File: src/rtl/div_pkg.sv
// Shared types and sizing helpers for the restoring divider and its datapath.
package div_pkg;

    typedef enum logic {
        IDLE,
        CALC
    } state_t;

    localparam int DEFAULT_WIDTH = 4;

    // Iteration counter width: counts 0 .. width-1.
    function automatic int count_width(input int width);
        return (width <= 2) ? 1 : $clog2(width);
    endfunction

endpackage

File: src/rtl/ripple_borrow_subtractor.sv
// Combinational a - b built from a chain of full-subtractor cells.
module ripple_borrow_subtractor #(
    parameter int WIDTH = 5
) (
    input  logic [WIDTH-1:0] a,
    input  logic [WIDTH-1:0] b,
    output logic [WIDTH-1:0] diff,
    output logic             borrow_out
);

    logic [WIDTH:0] borrow;

    assign borrow[0] = 1'b0;

    for (genvar i = 0; i < WIDTH; i++) begin : g_cell
        assign diff[i]       = a[i] ^ b[i] ^ borrow[i];
        assign borrow[i + 1] = (~a[i] & b[i]) | (~(a[i] ^ b[i]) & borrow[i]);
    end

    assign borrow_out = borrow[WIDTH];

endmodule

File: src/rtl/restoring_divider_4bit.sv
// Multi-cycle unsigned restoring divider, one quotient bit per clock.
// Optional macro DIV_ZERO_DETECT_EN short-circuits a zero divisor and flags it.
module restoring_divider_4bit
    import div_pkg::*;
#(
    parameter int WIDTH = DEFAULT_WIDTH
) (
    input  logic             clk,
    input  logic             rst_n,
    input  logic             start,
    input  logic [WIDTH-1:0] dividend,
    input  logic [WIDTH-1:0] divisor,
    output logic             busy,
    output logic             done,
    output logic [WIDTH-1:0] quotient,
    output logic [WIDTH-1:0] remainder,
    output logic             div_by_zero
);

    localparam int CW = count_width(WIDTH);

    state_t           state;
    logic [WIDTH:0]   partial_rem;
    logic [WIDTH-1:0] q_reg;
    logic [WIDTH-1:0] divisor_reg;
    logic [CW-1:0]    count;

    logic [WIDTH:0]   shifted_rem;
    logic [WIDTH:0]   trial;
    logic [WIDTH:0]   next_rem;
    logic [WIDTH-1:0] next_q;
    logic             trial_borrow;

    // The restored remainder is always below the divisor, so its top bit never feeds the next shift.
    logic rem_msb_unused;
    assign rem_msb_unused = partial_rem[WIDTH] ^ next_rem[WIDTH];

    // q_reg starts as the dividend; its MSB shifts into the remainder while quotient bits enter at the LSB.
    assign shifted_rem = {partial_rem[WIDTH-1:0], q_reg[WIDTH-1]};

    ripple_borrow_subtractor #(
        .WIDTH(WIDTH + 1)
    ) u_trial_sub (
        .a         (shifted_rem),
        .b         ({1'b0, divisor_reg}),
        .diff      (trial),
        .borrow_out(trial_borrow)
    );

    assign next_rem = trial_borrow ? shifted_rem : trial;
    assign next_q   = {q_reg[WIDTH-2:0], ~trial_borrow};

`ifdef DIV_ZERO_DETECT_EN
    logic dz_pending;
`else
    assign div_by_zero = 1'b0;
`endif

    // NOTE: every register here uses <= so all updates see pre-edge values; = would chain them within one edge.
    always_ff @(posedge clk or negedge rst_n) begin
        if (!rst_n) begin
            state       <= IDLE;
            partial_rem <= '0;
            q_reg       <= '0;
            divisor_reg <= '0;
            count       <= '0;
            busy        <= 1'b0;
            done        <= 1'b0;
            quotient    <= '0;
            remainder   <= '0;
`ifdef DIV_ZERO_DETECT_EN
            dz_pending  <= 1'b0;
            div_by_zero <= 1'b0;
`endif
        end else begin
            done <= 1'b0;
            case (state)
                IDLE: begin
                    if (start) begin
                        q_reg       <= dividend;
                        divisor_reg <= divisor;
                        partial_rem <= '0;
                        count       <= '0;
                        busy        <= 1'b1;
                        state       <= CALC;
`ifdef DIV_ZERO_DETECT_EN
                        dz_pending  <= (divisor == '0);
`endif
                    end
                end
                CALC: begin
`ifdef DIV_ZERO_DETECT_EN
                    if (dz_pending) begin
                        quotient    <= '1;
                        remainder   <= q_reg;
                        div_by_zero <= 1'b1;
                        done        <= 1'b1;
                        busy        <= 1'b0;
                        dz_pending  <= 1'b0;
                        state       <= IDLE;
                    end else
`endif
                    begin
                        partial_rem <= next_rem;
                        q_reg       <= next_q;
                        count       <= count + CW'(1);
                        if (count == CW'(WIDTH - 1)) begin
                            quotient    <= next_q;
                            remainder   <= next_rem[WIDTH-1:0];
                            done        <= 1'b1;
                            busy        <= 1'b0;
                            state       <= IDLE;
`ifdef DIV_ZERO_DETECT_EN
                            div_by_zero <= 1'b0;
`endif
                        end
                    end
                end
                default: state <= IDLE;
            endcase
        end
    end

endmodule

File: config.mk
export PLATFORM = sky130hd
export DESIGN_NAME = restoring_divider_4bit
export DESIGN_NICKNAME = d
export VERILOG_FILES = /design/src/rtl/div_pkg.sv /design/src/rtl/ripple_borrow_subtractor.sv /design/src/rtl/restoring_divider_4bit.sv
export SDC_FILE = /design/constraint.sdc
export NUM_CORES = 1
export LEC_CHECK = 0
export ABC_AREA = 1
export CORE_MARGIN = 2
export CORE_UTILIZATION = 55
export CTS_BUF_LIST = sky130_fd_sc_hd__clkbuf_8
export DETAILED_ROUTE_END_ITERATION = 16
export HOLD_SLACK_MARGIN = 0.05
export PLACE_DENSITY = 0.9
export SLEW_MARGIN = 15
export SYNTH_ARGS = -nofsm -noshare
export SYNTH_HDL_FRONTEND = slang
export SYNTH_SLANG_ARGS = --single-unit
File: constraint.sdc
create_clock -name clk -period 6.2 [get_ports clk]
set_input_delay 1.24 -clock clk [delete_from_list [all_inputs] [get_ports clk]]
set_output_delay 1.24 -clock clk [all_outputs]
set_load 0.01 [all_outputs]
==> impl_results.md, run 1 <==
* Leak pwr at about 0.0007 µW
* Commonest cells in the netlist: nand2_1 (47), dfrtp_1 (25), inv_1 (14), nand3_1 (13)
* Setup crit end kind: output pin
* Die height at approximately 51 µm
* Syn Inst Count at ~130
* Mean post-synth cell area at 9.34 µm²
* WP data required at around 5.0 ns
* Post-Synthesis Cell Area at around 1200 µm²
* Setup_tns at 0 ns
* DRT antenna net count at 0
* Die width at about 50 µm
* Share of layout cells above drive strength 1 at between 10% and 20%
* Worst-Skew Late Latency at 0.27 ns
* P&R area growth vs syn at 18.4%
* Number of synthesized flops with an enable pin at 0
* Crit-path slowest cell: clkdlybuf4s50_1
* Initial antenna violation count at 0
* Met2 usage at about a third
* Vias in the first global route at 825
* Vias per cell at between 4 and 5
* CTS-repair resized insts at 0
* Antenna Cells at 0
* Tmin final at 2.43 ns
* Final period util at between 30% and 40%
* TritonCTS clock tree: done
* Initial DRC Count at 23
* Tightest Hold Check Type: flop to flop
* Core area at ~2000 µm²
* GRT Residual Overflow at 0
* Routability cong. at between 0.8 and 0.9
* Worst-Margin Slew at roughly 0.53 ns
* Primary FF master, synth: dfrtp_1
* Crit path max fanout at 2
* Die area at about 2600 µm²
* Synth area leaders: dfrtp_1 (52%), nand2_1 (15%), nand3_1 (5.4%)
* Met1 usage at 27.0%
* Final max-slew violation count at 0
* Clock tree buffer depth at 2
* Fillers at between 150 and 200
* Max transition margin at 64.9%
* Async SR Flop Fraction at 100%
* Cts-stage hold buffer count at 0
* Most used routing layer: met2
* Via count at ~860
* Largest stage delay, worst path at between 0.5 and 0.6 ns
* Delay-heaviest family, CP: buffers and inverters
* Cell accounting for the most synthesized area: dfrtp_1
* Final setup violation count at 0
* Reg clk slew, reported paths at roughly 0.080 ns
* Synth top area share at roughly half
* Hpwl dp at ~1600 µm
* GRT Util Overall at between 20% and 30%
* Initial Util at 59.6%
* Yosys reg bits at 25
* I/O Pins at 22
* Final hold vios at 0
* Outcome: complete, no violations
* CP bufs+invs at 1
* Num CTS Buffers at 3
* Total Wirelength at 2170 µm
* Clock Tree Root: clkbuf_8
* DRC viols at 0
* Ys Warns at 0
* First-pass GRT wire length at approximately 3800 µm
* CP arrival at ~1.2 ns
* Pre-Repair DR Iteration Count at 4
* Top-count cell post-synth: nand2_1
* Rows at 16
* CP cell instances: clkdlybuf4s50_1
* Unrepaired setup endpoints after global routing: false
* Crit path launch type: flop
* Met3 Track Usage GR at 2.68%
* Fin nets at about 170
* Avg WL per Cell at approximately 12 µm
* Register area share after synthesis at between 50% and 60%
* P per Cell Area at between 500 and 600 nW/µm²
* PortBufs at 20
* Post-DP Area at about 1400 µm²
* Critical path type: flop to output pin
* Largest net degree at the start of global routing at 26
* Design area at 1430 µm²
* Setup Buffers After CTS at 0
* Max-cap violations at 0
* Clk_skew at 0.00384 ns
* Syn nets at roughly 150
* Worst vdd ir at 0.000338 V
* H-tree levels at 1
* FMAX at a little over 400 MHz
* Clock Sinks at 25
* Post-synth cell types at 19
-- worst paths after layout --
| check | endpoint | slack (ns) | from | cells after the start |
|---|---|---|---|---|
| setup / recovery | busy | 3.77 | busy | 1 |
| hold / removal | remainder[0] | 0.49 | remainder[0] | 2 |
| setup reg to reg | partial_rem[2] | 3.85 | q_reg[3] | 11 |
| hold reg to reg | remainder[0] | 0.49 | remainder[0] | 2 |
| max in group asynchronous | partial_rem[3] | 4.91 | rst_n | 1 |
| min in group asynchronous | state | 0.94 | rst_n | 1 |
-- where the power goes --
group          internal (µW)  switching [µW]  total (µW)  leakage, µW
sequential               247            56.5         303     0.000301
clock                   44.3            49.4        93.7    0.0000269
combinational            171             221         392     0.000389
total                    462             327         790     0.000717
-- stage by stage --
| stage | instances | hold WS [ns] | utilization (%) | total power (µW) | setup slack (ns) |
|---|---|---|---|---|---|
| finish | 175 | 0.486 | 70.5 | 790 | 3.77 |
| global placement | 171 | 0.458 | 68.6 | 671 | 3.68 |
| CTS | 175 | 0.489 | 70.8 | 794 | 3.77 |
| global route | 175 | 0.509 | 70.5 | 866 | 3.75 |
| floorplan | 129 | 0.443 | - | 575 | 4.16 |
| detailed placement | 171 | 0.468 | 68.6 | 699 | 3.63 |
-- cells in the final DEF, fill, tap and decap left out --
master / n
nand2_1: 47
dfrtp_1: 25
clkdlybuf4s50_1: 19
inv_1: 15
nand3_1: 13
o21ai_2: 4
nand2_2: 3
fa_1: 3
clkbuf_8: 3
inv_2: 2
nor2_4: 2
o211ai_1: 2
nor2_2: 2
ha_1: 2
nand2_4: 1
nor2_1: 1
o211ai_2: 1
o21ai_1: 1
conb_1: 1
buf_2: 1
-- cell families (layout without fill, tap and decap cells) --
family	after synthesis	in the layout	synth area share (%)
flip-flops	25	25	51.9
buffers and inverters	21	40	9.35
AO/OA/AOI/OAI	8	8	5.61
AND/OR/NAND/NOR	69	69	25.8
adder cells (fa/ha/maj)	5	5	7.06
other	1	1	0.311
-- per-layer routing --
metal / routed length, µm / vias to the layer above
li1: - / 434
met1: 939 / 401
met2: 1110 / 23
met3: 80 / 5
met4: 36 / 0
met5: 0 / -
-- area by class of cell --
type                            count  area [µm²]  area share, %
Multi-Input combinational cell     83         467           32.7
Sequential cell                    25         626           43.9
Inverter                           16        60.1           4.21
Clock buffer                        3        41.3           2.89
Tap cell                           27        33.8           2.37
Timing Repair Buffer               20         195           13.7
Clock inverter                      1        3.75          0.263
(Power assumes the default switching activity.)
==> run 2, diff against run 1 <==
Settings changed: CORE_UTILIZATION 55 to 48, PLACE_DENSITY 0.9 to 0.84.
Clock period 6.2 ns to 2 ns, I/O delays scaled along.
==> impl_results.md, run 2 (synthesis results as in run 1) <==
* Power, Total at 2730 µW (+250%)
* TritonCTS clock tree: done
* Post-DP Area at 1410 µm² (+1.7%)
* Reg-to-Reg End: partial_rem[3]
* Avg WL per Cell at 13.1 µm (+5.9%)
* Pre-Repair DR Iteration Count at 4 (unchanged)
* Vias per cell at 4.97 (+0.83%)
* DRC viols at 0 (unchanged)
* Critical path type: flop to flop
* Initial antenna violation count at 0 (unchanged)
* Clock tree buffer depth at 2 (unchanged)
* GRT Residual Overflow at 0 (unchanged)
* Leak pwr at 0.000741 µW (+3.3%)
* Share of layout cells above drive strength 1 at 24.3% (+12 points)
* Crit path launch type: flop
* R2R cell count at 11 (unchanged)
* Most common cell after layout, fill and taps aside: nand2_1
* I/O Pins at 22 (unchanged)
* Total Wirelength at 2390 µm (+10%)
* Clk_skew at 0.00305 ns (-0.000789 ns)
* First-pass GRT wire length at 3660 µm (-2.9%)
* Vias in the first global route at 818 (-0.85%)
* Clock Sinks at 25 (unchanged)
* Die area at 2930 µm² (+13%)
* H-tree levels at 1 (unchanged)
* P per Cell Area at 1800 nW/µm² (+220%)
* Largest net degree at the start of global routing at 26 (unchanged)
* Commonest non-fill, non-tap cells in the layout: nand2_1 (42), dfrtp_1 (25), clkdlybuf4s50_1 (20)
* Rows at 18 (+2)
* Initial Util at 49.5% (-10 points)
* Hold_sp: remainder[3]
* GRT Util Overall at 18.5% (-1.5 points)
* Core area at 2430 µm² (+20%)
* R2R setup slack at -0.07 ns (-3.92 ns)
* Final max-slew violation count at 0 (unchanged)
* Antenna Cells at 0 (unchanged)
* WP data required at 2.16 ns (-2.80 ns)
* FMAX at roughly 480 MHz
* Reg clk slew, reported paths at 0.08 ns (about the same)
* PortBufs at 20 (unchanged)
* Worst vdd ir at 0.000828 V (+140%)
* Hold Crit Depth at 2 (unchanged)
* Worst Hold Path EP: remainder[3]
* Final period util at 104%
* CP arrival at 2.24 ns (+1.05 ns)
* Clock Tree Root: clkbuf_8
* Hpwl dp at 1710 µm (+8.0%)
* Design area at 1520 µm² (+6.8%)
* Crit path max fanout at 6 (+4)
* Initial DRC Count at 11 (-52%)
* Tightest Hold Check Type: flop to flop
* Outcome: complete, but fails checks
* Worst-Skew Late Latency at 0.27 ns (about the same)
* Unrepaired setup endpoints after global routing: true
* Final setup violation count at 9 (+9)
* Setup crit end kind: flop
* DRT antenna net count at 0 (unchanged)
* Die width at 54.1 µm (+6.5%)
* Reg2reg start: q_reg[3]
* Fin nets at 169 (+2.4%)
* Failing checks: negative setup slack
* P&R area growth vs syn at 26.4%
* Via count at 905 (+4.9%)
* Die height at 54.1 µm (+6.5%)
* Final hold vios at 0 (unchanged)
* Max-cap violations at 0 (unchanged)
* Routability cong. at 0.979 (+13%)
* Tmin final at 2.07 ns
* Setup WS post-layout at -0.0717 ns (-3.84 ns)
* Num CTS Buffers at 3 (unchanged)
## run 2: cell types whose count changed in the layout (fill, tap and decap cells not counted)
cell             previous run  this run
nand3_2                     0         3
nand2_1                    47        42
buf_2                       1         0
clkdlybuf4s50_1            19        20
fa_2                        0         3
fa_1                        3         0
nand2_4                     1         3
buf_4                       0         4
inv_2                       2         5
nand2_2                     3         6
nand3_1                    13        10
ha_1                        2         1
inv_1                      15        12
ha_4                        0         1
## run 2: routing by layer
| layer | GRT usage [%] | vias up | wire [µm] |
|---|---|---|---|
| met2 | 29.5 | 29 | 1210 |
| li1 | - | 438 | - |
| met4 | 12.1 | 0 | 110 |
| met3 | 4.17 | 12 | 97 |
| met5 | 0 | - | 0 |
| met1 | 22.4 | 426 | 967 |
## run 2: area by class of cell
type | count | area (µm²)
tap | 30 | 37.5
fill | 194 | 910
clock inverter | 1 | 3.75
timing repair buffer | 24 | 230
sequential | 25 | 626
multi-input combinational | 83 | 524
inverter | 16 | 60.1
clock buffer | 3 | 41.3
## run 2: power by group
group	total (µW)	internal, µW	switching [µW]	leakage (µW)
combinational	1490	673	819	0.000413
sequential	951	766	185	0.000301
clock	291	138	154	0.0000269
total	2730	1580	1160	0.000741
## run 2: timing repair
action / in CTS / in global routing
hold buffers: 0 / 0
setup endpoints to repair: 10 / 10
pin swaps: 2 / 6
cloned: 0 / 0
resized for setup: 10 / 6
buffers inserted: 0 / 2
## run 2: worst max path at each step
stage,start,endpoint,slack [ns],cells past startpoint
2_1_floorplan,q_reg[3],partial_rem[3],0.05,10
3_3_place_gp,q_reg[3],partial_rem[3],-0.009,10
3_5_place_dp,q_reg[3],partial_rem[3],-0.11,11
4_1_cts,q_reg[3],remainder[1],-0.04,11
5_1_grt,q_reg[3],partial_rem[3],-0.14,11
6_report,q_reg[3],partial_rem[3],-0.07,11
## run 2: worst max-delay path, cell delays in order (launching register included)
cell and delay, ns:
dfrtp_1 0.37, inv_2 0.06, ha_4 0.16, fa_2 0.33
inv_2 0.06, fa_2 0.18, inv_2 0.05, fa_2 0.41
nand2_4 0.13, nand2_2 0.08, nand3_1 0.07, nand2_1 0.06
## run 2: metrics by stage
step / TNS (ns) / utilization, % / instances / setup slack (ns) / hold WS (ns)
2_1_floorplan: 0 / - / 129 / 0.0543 / 0.104
3_3_place_gp: -0.0258 / 58.0 / 176 / -0.00944 / 0.456
3_5_place_dp: -0.853 / 58.0 / 176 / -0.112 / 0.469
4_1_cts: -0.199 / 61.0 / 180 / -0.0403 / 0.480
5_1_grt: -1.13 / 62.6 / 182 / -0.143 / 0.498
6_report: -0.417 / 62.6 / 182 / -0.0717 / 0.479
==> run 3, diff against run 2 <==
Settings changed: ABC_AREA 1 to unset.
==> impl_results.md, run 3 <==
* Outcome: complete, but fails checks
* Failing checks: negative setup slack
* Crit path max fanout at 5 (-1)
* Clock Tree Root: clkbuf_8
* Largest net degree at the start of global routing at 26 (unchanged)
* Routability cong. at 0.767 (-22%)
* Worst vdd ir at 0.00113 V (+36%)
* Mean post-synth cell area at 12.7 µm² (+36%)
* Logic pwr share at 54.1% (-0.5 points)
* Share of layout cells above drive strength 1 at 29.2% (+4.8 points)
* Primary FF master, synth: dfrtp_1
* Switching power at 981 µW (-15%)
* CP cell instances: inv_2 -> ha_4 -> fa_2 -> inv_2 -> fa_2 -> inv_2 -> fa_2 -> nor2b_4 -> mux2i_2 -> mux2_4
* Commonest cells in the netlist: dfrtp_1 (25), inv_1 (8), mux2_2 (8), mux2i_1 (8), nand2_1 (7)
* Tmin final at 2.20 ns (+0.131 ns)
* Worst-Skew Late Latency at 0.27 ns (about the same)
* Die width at 53.6 µm (-0.96%)
* CP arrival at 2.36 ns (+0.12 ns)
* Sequential fraction of design power at 35.2% (+0.4 points)
* P per Cell Area at 1790 nW/µm² (about the same)
* GRT Util Overall at 18.8% (+0.31 points)
* Total Wirelength at 2100 µm (-12%)
* Syn nets at 109 (-25%)
* Setup crit end kind: flop
* Final hold slack at 0.482 ns (+0.00247 ns)
* CP bufs+invs at 3 (unchanged)
* TritonCTS clock tree: done
* Synth area leaders: dfrtp_1 (53%), mux2_2 (7.6%), mux2i_1 (6.8%)
* Initial Util at 51.8% (+2.3 points)
* Commonest non-fill, non-tap cells in the layout: dfrtp_1 (25), clkdlybuf4s50_1 (20), buf_4 (8)
* Async SR Flop Fraction at 100% (unchanged)
* Unrepaired setup endpoints after global routing: true
* H-tree levels at 1 (unchanged)
* Register area share after synthesis at 53.0% (+1.1 points)
* Syn Inst Count at 93 (-28%)
* PortBufs at 20 (unchanged)
* Tightest Hold Check Type: input pin to asynchronous set/reset pin
* Core area at 2280 µm² (-6.4%)
* I/O Pins at 22 (unchanged)
* Avg WL per Cell at 14.2 µm (+8.3%)
* Initial antenna violation count at 0 (unchanged)
* Num CTS Buffers at 3 (unchanged)
* Reg2reg start: q_reg[3]
* Final setup violation count at 9 (unchanged)
* Share of the core filled with cells at 67.0% (+4.4 points)
* Final hold vios at 0 (unchanged)
* WP data required at 2.16 ns (about the same)
* Net Sw Frac at 35.9% (-6.5 points)
* Die area at 2870 µm² (-1.9%)
* Post-synth cell types at 26 (+7)
* Hpwl dp at 1470 µm (-14%)
* P&R area growth vs syn at 29.2%
* Number of synthesized flops with an enable pin at 0 (unchanged)
* Antenna Cells at 0 (unchanged)
* Crit-path slowest cell: dfrtp_1
* Max transition margin at a little over three fifths
* GRT Residual Overflow at 0 (unchanged)
* Vias in the first global route at 780 (-4.6%)
* Clock tree buffer depth at 2 (unchanged)
* Vias per cell at 5.09 (+2.3%)
* Largest stage delay, worst path at 0.37 ns (-0.04 ns)
* Pre-Repair DR Iteration Count at 2 (-2)
* Rows at 17 (-1)
* Sequential cell area at 626 µm² (unchanged)
* Delay-heaviest family, CP: adder cells
* Worst-Margin Slew at about 0.55 ns
* Initial DRC Count at 2 (-9)
* Ys Warns at 0 (unchanged)
* Fin nets at 137 (-19%)
* DRT antenna net count at 0 (unchanged)
* Yosys reg bits at 25 (unchanged)
* Leak pwr at 0.000695 µW (-6.1%)
* Fillers at 166 (-14%)
* Setup WS post-layout at -0.202 ns (-0.131 ns)
* Crit. Startpoint: q_reg[3]
* Clock Power Share at 10.7% (about the same)
* Synth top area share at 53.0% (+1.1 points)
* Clock Sinks at 25 (unchanged)
* Final period util at 110% (+6.5 points)
* Crit path launch type: flop
* Cell accounting for the most synthesized area: dfrtp_1
* Multi-input logic area at 528 µm² (+0.72%)
* Post-Synthesis Cell Area at 1180 µm² (-2.1%)
* First-pass GRT wire length at 3660 µm (unchanged)
* Internal power at 1750 µW (+11%)
* Final max-slew violation count at 0 (unchanged)
* Reg clk slew, reported paths at 0.08 ns (about the same)
* Most common cell after layout, fill and taps aside: dfrtp_1
* Via count at 753 (-17%)
* Critical path type: flop to flop
* Die height at 53.6 µm (-0.96%)
* Top-count cell post-synth: dfrtp_1
* FMAX at 454 MHz (-5.9%)
* DRC viols at 0 (unchanged)
* Clk_skew at 0.00318 ns (+0.000128 ns)
* Max-cap violations at 0 (unchanged)
[run 3: layout make-up]
class / count / share of cell area (%)
clock buffers: 3 / 2.71
inverters: 8 / 1.97
multi-input cells: 55 / 34.6
flip-flops and latches: 25 / 41.1
well taps: 28 / 2.30
clock inverters: 1 / 0.246
repair buffers: 28 / 17.1
[run 3: cells by family (layout without fill, tap and decap cells)]
| group | Yosys count | in the layout | share of synthesized area, % |
|---|---|---|---|
| compound gates | 13 | 13 | 7.00 |
| other cells | 1 | 1 | 0.318 |
| buf+inv | 13 | 40 | 5.94 |
| flops | 25 | 25 | 53.0 |
| mux | 18 | 18 | 17.6 |
| fa+ha+maj | 5 | 5 | 7.21 |
| simple gates | 18 | 18 | 8.91 |
[run 3: power by group through the flow]
| stage | clock [µW] | sequential (µW) | combinational [µW] |
|---|---|---|---|
| 5_1_grt | 320 | 997 | 1630 |
| 2_1_floorplan | 0 | 948 | 936 |
| 4_1_cts | 299 | 964 | 1460 |
| 3_3_place_gp | 0 | 948 | 1280 |
| 3_5_place_dp | 0 | 963 | 1330 |
| 6_report | 292 | 964 | 1480 |
[run 3: timing repair]
| item | 4_1_cts | 5_1_grt |
|---|---|---|
| hold buffers | 0 | 0 |
| endpoints found under the setup margin | 10 | 10 |
| setup buffers | 2 | 1 |
| pin swaps | 3 | 1 |
| resized for setup | 8 | 1 |
[run 3: worst paths after layout]
path | endpoint | cells after the start | slack, ns
min | count[0] | 2 | 0.48
max in group asynchronous | divisor_reg[2] | 2 | 1.28
max | remainder[0] | 10 | -0.20
min in group clk | remainder[1] | 2 | 0.48
max reg2reg | remainder[0] | 10 | -0.20
min reg2reg | remainder[1] | 2 | 0.48
[run 3: metrics by stage]
stage                     area [µm²]  std cells  setup TNS, ns  power [µW]  setup slack, ns
final                           1520        148          -1.14        2740           -0.202
after global placement          1430        141         -0.916        2230           -0.169
after global routing            1520        148          -1.85        2950           -0.257
after detailed placement        1430        141          -1.38        2290           -0.223
after CTS                       1510        147          -1.10        2720           -0.207
after floorplan                 1190         93          -1.14        1880           -0.214
[run 3: metal layers]
layer  routed length [µm]  vias up  GRT usage [%]
met3                   45        4           3.33
li1                     -      361              -
met4                   35        0           10.3
met5                    0        -              0
met2                 1030       11           29.6
met1                  995      377           24.9
